`src/rtl/bin_to_bcd_seq_pkg.sv`:
```
`default_nettype none
// ============================================================================
// Module      : bin_to_bcd_seq_pkg
// Description : Shared constants for the sequential binary-to-BCD converter.
//               Holds the FSM state encoding and the double-dabble add-3
//               threshold/increment.
// Revision    : 1.0 - initial release
// ============================================================================
package bin_to_bcd_seq_pkg;

    // FSM state encoding. Two bits wide so that stray encodings exist and
    // are explicitly steered back to IDLE by the top-level FSM.
    localparam logic [1:0] c_ST_IDLE  = 2'd0;
    localparam logic [1:0] c_ST_SHIFT = 2'd1;

    // A digit at or above this value would reach 10 or more after the
    // following left shift, so it is pre-corrected by adding 3.
    localparam logic [3:0] c_ADD3_THRESH = 4'd5;
    localparam logic [3:0] c_ADD3        = 4'd3;

endpackage : bin_to_bcd_seq_pkg
`default_nettype wire

```
`src/rtl/bcd_digit_adj.sv`:
```
`default_nettype none
// ============================================================================
// Module      : bcd_digit_adj
// Description : Combinational double-dabble digit correction: if the 4-bit
//               digit is >= 5, add 3 (4-bit result, no carry out).
// Ports       : i_digit [3:0] - BCD digit before correction
//               o_digit [3:0] - corrected digit
// Revision    : 1.0 - initial release
// ============================================================================
module bcd_digit_adj
    import bin_to_bcd_seq_pkg::*;
(
    input  logic [3:0] i_digit,
    output logic [3:0] o_digit
);

    assign o_digit = (i_digit >= c_ADD3_THRESH) ? (i_digit + c_ADD3) : i_digit;

endmodule : bcd_digit_adj
`default_nettype wire

```
`src/rtl/bin_to_bcd_seq.sv`:
```
`default_nettype none
// ============================================================================
// Module      : bin_to_bcd_seq
// Description : Sequential binary-to-BCD converter (shift-and-add-3), one
//               input bit per clock, with start/busy/done handshake. The
//               result register is held until the next done pulse.
// Ports       : clk   - clock, rising edge
//               rst   - asynchronous active-high reset
//               start - request conversion of bin (sampled in IDLE only)
//               bin   - WIDTH-bit unsigned input, sampled on accept
//               busy  - conversion in progress
//               done  - one-cycle pulse, bcd carries the new result
//               bcd   - packed BCD result, digit 0 in [3:0]
// Revision    : 1.0 - initial release
// ============================================================================
module bin_to_bcd_seq
    import bin_to_bcd_seq_pkg::*;
#(
    parameter int WIDTH  = 8,
    parameter int DIGITS = 3
) (
    input  logic                clk,
    input  logic                rst,
    input  logic                start,
    input  logic [WIDTH-1:0]    bin,
    output logic                busy,
    output logic                done,
    output logic [4*DIGITS-1:0] bcd
);

    localparam int c_WORK_W = WIDTH + 4 * DIGITS;
    localparam int c_CNT_W  = $clog2(WIDTH + 1);

    // The digit field must be able to hold the largest binary input.
    if ((10 ** DIGITS) < (2 ** WIDTH)) begin : g_param_check
        $error("bin_to_bcd_seq: DIGITS too small for WIDTH");
    end

    logic [1:0]            r_state_q, w_state_d;
    logic [c_WORK_W-1:0]   r_work_q,  w_work_d;
    logic [c_CNT_W-1:0]    r_cnt_q,   w_cnt_d;
    logic                  r_busy_q,  w_busy_d;
    logic                  r_done_q,  w_done_d;
    logic [4*DIGITS-1:0]   r_bcd_q,   w_bcd_d;

    logic [4*DIGITS-1:0]   w_adj_digits;
    logic [c_WORK_W-1:0]   w_shifted;

    // Per-digit add-3 correction on the upper (digit) field of the work reg.
    for (genvar i = 0; i < DIGITS; i++) begin : g_digit
        bcd_digit_adj u_adj (
            .i_digit (r_work_q[WIDTH + 4*i +: 4]),
            .o_digit (w_adj_digits[4*i +: 4])
        );
    end

    // Corrected digits concatenated with the binary field, shifted left by 1.
    assign w_shifted = {w_adj_digits[4*DIGITS-2:0], r_work_q[WIDTH-1:0], 1'b0};

    always_comb begin
        w_state_d = r_state_q;
        w_work_d  = r_work_q;
        w_cnt_d   = r_cnt_q;
        w_busy_d  = r_busy_q;
        w_done_d  = 1'b0;
        w_bcd_d   = r_bcd_q;
        case (r_state_q)
            c_ST_IDLE: begin
                if (start) begin
                    w_work_d  = {{(4*DIGITS){1'b0}}, bin};
                    w_cnt_d   = c_CNT_W'(WIDTH);
                    w_busy_d  = 1'b1;
                    w_state_d = c_ST_SHIFT;
                end
            end
            c_ST_SHIFT: begin
                w_work_d = w_shifted;
                w_cnt_d  = r_cnt_q - c_CNT_W'(1);
                // Last input bit shifted in on this edge: publish the result.
                if (r_cnt_q == c_CNT_W'(1)) begin
                    w_bcd_d   = w_shifted[c_WORK_W-1:WIDTH];
                    w_busy_d  = 1'b0;
                    w_done_d  = 1'b1;
                    w_state_d = c_ST_IDLE;
                end
            end
            default: begin
                w_busy_d  = 1'b0;
                w_state_d = c_ST_IDLE;
            end
        endcase
    end

    always_ff @(posedge clk or posedge rst) begin
        if (rst) begin
            r_state_q <= c_ST_IDLE;
            r_work_q  <= '0;
            r_cnt_q   <= '0;
            r_busy_q  <= 1'b0;
            r_done_q  <= 1'b0;
            r_bcd_q   <= '0;
        end else begin
            r_state_q <= w_state_d;
            r_work_q  <= w_work_d;
            r_cnt_q   <= w_cnt_d;
            r_busy_q  <= w_busy_d;
            r_done_q  <= w_done_d;
            r_bcd_q   <= w_bcd_d;
        end
    end

    assign busy = r_busy_q;
    assign done = r_done_q;
    assign bcd  = r_bcd_q;

endmodule : bin_to_bcd_seq
`default_nettype wire

```
`config.mk`:
```
export PLATFORM = sky130hd
export DESIGN_NAME = bin_to_bcd_seq
export DESIGN_NICKNAME = d
export VERILOG_FILES = /design/src/rtl/bin_to_bcd_seq_pkg.sv /design/src/rtl/bcd_digit_adj.sv /design/src/rtl/bin_to_bcd_seq.sv
export SDC_FILE = /design/constraint.sdc
export NUM_CORES = 1
export LEC_CHECK = 0
export BUFFER_PORTS_ARGS = -buffer_cell sky130_fd_sc_hd__buf_2
export CAP_MARGIN = 5
export CELL_PAD_IN_SITES_DETAIL_PLACEMENT = 0
export CELL_PAD_IN_SITES_GLOBAL_PLACEMENT = 1
export CORE_UTILIZATION = 40
export DETAILED_ROUTE_END_ITERATION = 8
export PLACE_DENSITY = 0.8
export SETUP_SLACK_MARGIN = 0.3
export SYNTH_ARGS = -nofsm -noshare
export SYNTH_HDL_FRONTEND = slang
export SYNTH_HIERARCHICAL = 1
export SYNTH_SLANG_ARGS = --single-unit
```
`constraint.sdc`:
```
create_clock -name clk -period 1.6 [get_ports clk]
set_clock_uncertainty 0.2 [all_clocks]
set_input_delay 0.08 -clock clk [delete_from_list [all_inputs] [get_ports clk]]
set_output_delay 0.08 -clock clk [all_outputs]
set_load 0.02 [all_outputs]
```
==> results of run 1 <==
what timing repair did:
item / 4_1_cts / 5_1_grt
pin swaps: 11 / 11
endpoints found under the hold margin: 52 / 0
setup buffers: 16 / 7
hold buffers: 11 / 0
cloned: 3 / 0
gates resized for setup: 74 / 33
endpoints found under the setup margin: 31 / 36
final cells by class:
| type | count | area [um^2] | area share |
|---|---|---|---|
| multi-input combinational | 115 | 1140 | 0.376 |
| sequential | 38 | 955 | 0.314 |
| timing repair buffer | 79 | 726 | 0.239 |
| clock buffer | 6 | 82.6 | 0.0272 |
| tap | 52 | 65.1 | 0.0214 |
| inverter | 10 | 37.5 | 0.0124 |
| clock inverter | 1 | 30.0 | 0.00989 |
state kept, by name, summed over array words and instances, names as in the netlist:
| signal | cells |
|---|---|
| r_work_q | 20 |
| bcd | 12 |
| r_cnt_q | 4 |
| busy | 1 |
| done | 1 |
layer usage:
| layer | vias up | global-route usage |
|---|---|---|
| li1 | 726 | - |
| met1 | 751 | 0.253 |
| met2 | 36 | 0.361 |
| met3 | 16 | 0.0538 |
| met4 | 0 | 0.133 |
| met5 | - | 0 |
path summary, 6_finish.rpt:
path,end,slack (ns),cells after the start,start
min in group asynchronous,bcd[8]$_DFFE_PP0P_,0.24,4,rst
worst max register to register,bcd[4]$_DFFE_PP0P_,-0.18,5,r_cnt_q[1]$_DFFE_PP0P_
max in group asynchronous,busy$_DFFE_PP0P_,0.60,4,rst
worst max-delay path,bcd[4]$_DFFE_PP0P_,-0.18,5,r_cnt_q[1]$_DFFE_PP0P_
worst min-delay path,busy$_DFFE_PP0P_,0.04,4,start
worst min register to register,r_work_q[1]$_DFFE_PP0P_,0.30,2,r_work_q[0]$_DFFE_PP0P_
worst reg2reg max path: cells and delay by family (launching register included):
kind | cells | cell delay [ns]
flip-flops | 1 | 0.39
adder cells (fa/ha/maj) | 1 | 0.12
buffers and inverters | 2 | 0.32
multiplexers | 1 | 0.31
AND/OR/NAND/NOR | 1 | 0.33
stage by stage:
stage	total power (W)	utilization	setup slack, ns
floorplan	0.00348	-	-0.0927
global placement	0.00413	0.503	-0.0614
detailed placement	0.00429	0.503	-0.160
CTS	0.00644	0.654	-0.117
global route	0.00735	0.693	-0.246
finish	0.00693	0.693	-0.183
layout by cell type, fill, tap and decap left out, types with 7 or more instances in the layout:
| cell type | n |
|---|---|
| buf_2 | 23 |
| buf_4 | 19 |
| buf_6 | 18 |
| dfrtp_1 | 35 |
| dlygate4sd3_1 | 11 |
| ha_4 | 7 |
| inv_2 | 8 |
| mux2_4 | 13 |
| mux2i_1 | 9 |
| nand2_1 | 22 |
| nand2b_4 | 7 |
| o21ai_1 | 11 |
power by group through the flow:
stage	combinational [W]	sequential (W)	clock, W
final	0.00430	0.00181	0.000820
after global placement	0.00243	0.00171	0
after CTS	0.00385	0.00174	0.000846
after floorplan	0.00158	0.00191	0
after global routing	0.00461	0.00186	0.000882
after detailed placement	0.00256	0.00173	0
==> impl_metrics.py, run 1 <==
metrics = {
    "run_status": {
        "outcome": "complete, but fails checks",
        "violations": "setup timing",
    },
    "synth": {
        "syn_avg_cell_area_um2": 10.8,
        "synth_area_um2": 1840,
        "yosysWarnings": 6,
        "syn_inst": 171,
        "synth.net_count": 190,
    },
    "floorplan": {
        "die_h_um": 69.8,
        "io_pins": 25,
        "core_um2": 4380,
        "die_w_um": 69.8,
        "rows": 24,
        "die_area_um2": 4870,
        "start_util": 0.420,
    },
    "global_route": {
        "grt_pass1_vias": 1652,
        "grt_max_degree": 39,
        "grt_util_all_layers": 0.218,
        "grt_first_pass_wirelength_mm": 7.99,
        "antenna_found_initial": 0,
        "overflow": 0,
    },
    "routing": {
        "wl_met2_mm": 2.54,
        "via_per_inst": 5.08,
        "wirelength_mm": 4.92,
        "dr.pass1.iters": 4,
        "dr_wl_met3_um": 154,
        "drt_iter0_drc": 70,
        "wl_per_cell_um": 16.3,
        "drc_errors": 0,
        "antenna_left": 0,
        "routed.top_layer": "met4",
        "drt-met1-wl_mm": 2.05,
        "vias": 1529,
    },
    "setup_path": {
        "path_buf_inv": 2,
        "cp_slowest_stage_delay_ns": 0.39,
        "required_ns": 1.58,
        "worstPathMaxFanout": 4,
        "critPathTopFamily": "flip-flops",
        "crit_arrival_ns": 1.76,
        "crit_slowest_cell": "dfrtp_1",
        "startpoint_type": "flip-flop",
        "cp-end-kind": "flip-flop",
        "crit_chain": "inv_2, ha_4, nor4bb_4, buf_4, mux2_4",
        "crit_type": "reg -> reg",
    },
    "timing": {
        "setup_slack_ns": -0.183,
        "finalSetupViolations": 16,
        "fmax_ghz": 0.561,
        "tightest_slew_ns": 0.475,
        "hold_viol": 0,
        "finalSetupTns_ns": -2.00,
        "final_max_slew_viol_count": 0,
        "rsz0062_at_grt": "true",
        "slew_headroom": 0.684,
        "hold_ws_ns": 0.0350,
        "finalCritPeriodShare": 1.11,
        "min_period_ns": 1.78,
    },
    "clock_tree": {
        "htree_levels": 2,
        "cts_sinks": 38,
        "clock_path_buffers": 2,
        "root_buffer": "clkbuf_8",
        "clk_latency_ns": 0.29,
        "clk_pin_slew_ns": 0.07,
        "numCtsBuffers": 5,
        "cts_tree": "yes",
    },
    "pwr": {
        "power_frac_comb": 0.621,
        "vdd_drop_max_mv": 1.07,
        "p_leak_nw": 1.47,
        "netSwitchingFraction": 0.374,
        "powerDensity_nw_per_um2": 2280,
        "internal-power_w": 0.00434,
        "clkPwrFrac": 0.118,
        "netSwitchingPower_w": 0.00259,
        "p_seq_frac": 0.261,
    },
    "place": {
        "routabilityCongestion": 0.729,
        "placed_area_um2": 2210,
        "dp_cells": 257,
        "dp_hpwl_mm": 2.66,
        "port_buffers": 24,
    },
    "finish": {
        "final_nets": 268,
        "syn_to_final_growth_pct": 65.1,
        "design_area_um2": 3040,
        "instances_no_fill": 301,
        "diodes": 0,
        "fillers": 309,
        "drive_above_1_share": 0.558,
    },
    "hold_path": {
        "min_path_type": "in -> reg",
    },
    "job": {
        "drv_cap": 0,
    },
}
Note: power is estimated with default switching activity, not from simulation.
==> inputs of run 2 (changes only) <==
--- a/config.mk
+++ b/config.mk
@@ -11,5 +11,7 @@
 export CELL_PAD_IN_SITES_GLOBAL_PLACEMENT = 1
 export CORE_UTILIZATION = 40
+export CTS_CLUSTER_DIAMETER = 40
 export DETAILED_ROUTE_END_ITERATION = 8
+export MAX_ROUTING_LAYER = met4
 export PLACE_DENSITY = 0.8
 export SETUP_SLACK_MARGIN = 0.3
==> constraint.sdc (replaced) <==
create_clock -name clk -period 1.6 [get_ports clk]
set_clock_uncertainty 0.2 [all_clocks]
set_input_delay 0.24 -clock clk [delete_from_list [all_inputs] [get_ports clk]]
set_output_delay 0.24 -clock clk [all_outputs]
set_load 0.02 [all_outputs]
==> impl_metrics.py, run 2 (synthesis gave the netlist of run 1 again) <==
metrics = {
    "clock_tree": {
        "cts_tree": "yes",
        "clk_latency_ns": 0.29,
        "clock_path_buffers": 2,
        "numCtsBuffers": 5,
        "htree_levels": 2,
        "clk_pin_slew_ns": 0.07,
        "root_buffer": "clkbuf_8",
        "cts_sinks": 38,
    },
    "floorplan": {
        "start_util": 0.420,
        "core_um2": 4380,
        "die_h_um": 69.8,
        "die_area_um2": 4870,
        "rows": 24,
        "die_w_um": 69.8,
        "io_pins": 25,
    },
    "finish": {
        "fillers": 316,
        "largest_register_ffs": 20,
        "largest_register": "r_work_q",
        "syn_to_final_growth_pct": 64.2,
        "drive_above_1_share": 0.588,
        "design_area_um2": 3020,
        "final_cell_mix": "dfrtp_1, buf_6, nand2_1, buf_4",
        "final_nets": 258,
        "final_common_cell": "dfrtp_1",
        "diodes": 0,
    },
    "pwr": {
        "power_frac_comb": 0.645,
        "powerDensity_nw_per_um2": 2340,
        "vdd_drop_max_mv": 1.05,
        "p_leak_nw": 1.44,
        "p_seq_frac": 0.260,
        "netSwitchingPower_w": 0.00271,
        "internal-power_w": 0.00436,
        "clkPwrFrac": 0.095,
        "netSwitchingFraction": 0.383,
    },
    "setup_path": {
        "required_ns": 1.57,
        "crit_type": "reg -> reg",
        "reg2reg_depth": 5,
        "cp_slowest_stage_delay_ns": 0.41,
        "r2r-start": "r_cnt_q[1]$_DFFE_PP0P_",
        "critPathTopFamily": "flip-flops",
        "r2r_slack_ns": -0.14,
        "cp-end-kind": "flip-flop",
        "startpoint_type": "flip-flop",
        "path_buf_inv": 2,
        "crit_arrival_ns": 1.71,
        "crit_slowest_cell": "dfrtp_1",
        "worstPathMaxFanout": 8,
        "worstReg2RegEnd": "bcd[1]$_DFFE_PP0P_",
        "crit_chain": "inv_2, ha_4, nor4bb_4, buf_6, mux2_4",
    },
    "routing": {
        "via_per_inst": 5.17,
        "wirelength_mm": 5.11,
        "wl_per_cell_um": 17.5,
        "vias": 1510,
        "drt_iter0_drc": 96,
        "antenna_left": 0,
        "dr.pass1.iters": 4,
        "drc_errors": 0,
    },
    "run_status": {
        "violations": "setup timing",
        "outcome": "complete, but fails checks",
    },
    "timing": {
        "tightest_slew_ns": 0.463,
        "fmax_ghz": 0.574,
        "finalSetupViolations": 18,
        "setup_slack_ns": -0.143,
        "min_period_ns": 1.74,
        "final_max_slew_viol_count": 0,
        "hold_viol": 0,
        "hold_ws_ns": 0.0295,
        "rsz0062_at_grt": "true",
        "slew_headroom": 0.691,
        "finalCritPeriodShare": 1.09,
    },
    "global_route": {
        "grt_pass1_vias": 1592,
        "grt_max_degree": 22,
        "antenna_found_initial": 0,
        "grt_first_pass_wirelength_mm": 7.70,
        "overflow": 0,
        "grt_util_all_layers": 0.213,
    },
    "hold_path": {
        "whs_endpoint": "r_work_q[3]$_DFFE_PP0P_",
        "min_path_type": "in -> reg",
        "holdCritStartpoint": "bin[3]",
        "worstHoldPathCells": 3,
    },
    "place": {
        "port_buffers": 24,
        "placed_area_um2": 2220,
        "routabilityCongestion": 0.753,
        "dp_hpwl_mm": 2.63,
    },
    "job": {
        "drv_cap": 0,
    },
}
## run 2: through the flow
step / TNS [ns] / utilization / worst slack [ns] / power, W / std cells
2_1_floorplan: -0.742 / - / -0.0927 / 0.00348 / 171
3_3_place_gp: -0.470 / 0.507 / -0.0434 / 0.00413 / 255
3_5_place_dp: -1.20 / 0.507 / -0.107 / 0.00428 / 255
4_1_cts: -0.794 / 0.618 / -0.0712 / 0.00610 / 278
5_1_grt: -2.99 / 0.689 / -0.210 / 0.00750 / 292
6_report: -1.81 / 0.689 / -0.143 / 0.00707 / 292
## run 2: how the worst max path moves through the flow
| stage | end | cells after the start | startpoint | slack (ns) |
|---|---|---|---|---|
| floorplan | bcd[0]$_DFFE_PP0P_ | 6 | r_cnt_q[1]$_DFFE_PP0P_ | -0.09 |
| global placement | bcd[1]$_DFFE_PP0P_ | 5 | r_cnt_q[1]$_DFFE_PP0P_ | -0.04 |
| detailed placement | bcd[5]$_DFFE_PP0P_ | 5 | r_cnt_q[1]$_DFFE_PP0P_ | -0.11 |
| CTS | bcd[0]$_DFFE_PP0P_ | 5 | r_cnt_q[1]$_DFFE_PP0P_ | -0.07 |
| global route | bcd[1]$_DFFE_PP0P_ | 5 | r_cnt_q[1]$_DFFE_PP0P_ | -0.21 |
| finish | bcd[1]$_DFFE_PP0P_ | 5 | r_cnt_q[1]$_DFFE_PP0P_ | -0.14 |
## run 2: cell type report
| class | instances | area [um^2] | share of cell area |
|---|---|---|---|
| Clock buffer | 7 | 86.3 | 0.0286 |
| Multi-Input combinational cell | 115 | 1140 | 0.379 |
| Sequential cell | 38 | 955 | 0.316 |
| Inverter | 10 | 41.3 | 0.0137 |
| Clock inverter | 1 | 5.00 | 0.00166 |
| Tap cell | 52 | 65.1 | 0.0215 |
| Timing Repair Buffer | 69 | 723 | 0.239 |
## run 2: worst register-to-register path, stage by stage (launching register included)
cell      delay (ns)
dfrtp_1         0.41
inv_2           0.10
ha_4            0.12
nor4bb_4        0.27
buf_6           0.21
mux2_4          0.32
## run 2: metal layers
metal / track usage / part of all wire / up-vias
met4: 0.0844 / 0.014 / 0
met3: 0.0523 / 0.036 / 6
met2: 0.353 / 0.55 / 32
met1: 0.249 / 0.40 / 760
li1: - / - / 712
met5: - / 0 / -
## run 2: repair_timing
action / in CTS / in global routing
gates resized for setup: 64 / 53
buffers inserted: 11 / 11
gates cloned: 2 / 3
hold buffers: 2 / 0
setup endpoints to repair: 28 / 49
pin swaps: 11 / 10
hold endpoints to repair: 19 / 0
## run 2: power by group through the flow
| stage | Sequential [W] | Clock, W | Combinational [W] |
|---|---|---|---|
| after global routing | 0.00188 | 0.000741 | 0.00488 |
| after floorplan | 0.00191 | 0 | 0.00158 |
| final | 0.00183 | 0.000673 | 0.00456 |
| after detailed placement | 0.00175 | 0 | 0.00253 |
| after global placement | 0.00172 | 0 | 0.00241 |
| after CTS | 0.00177 | 0.000689 | 0.00364 |
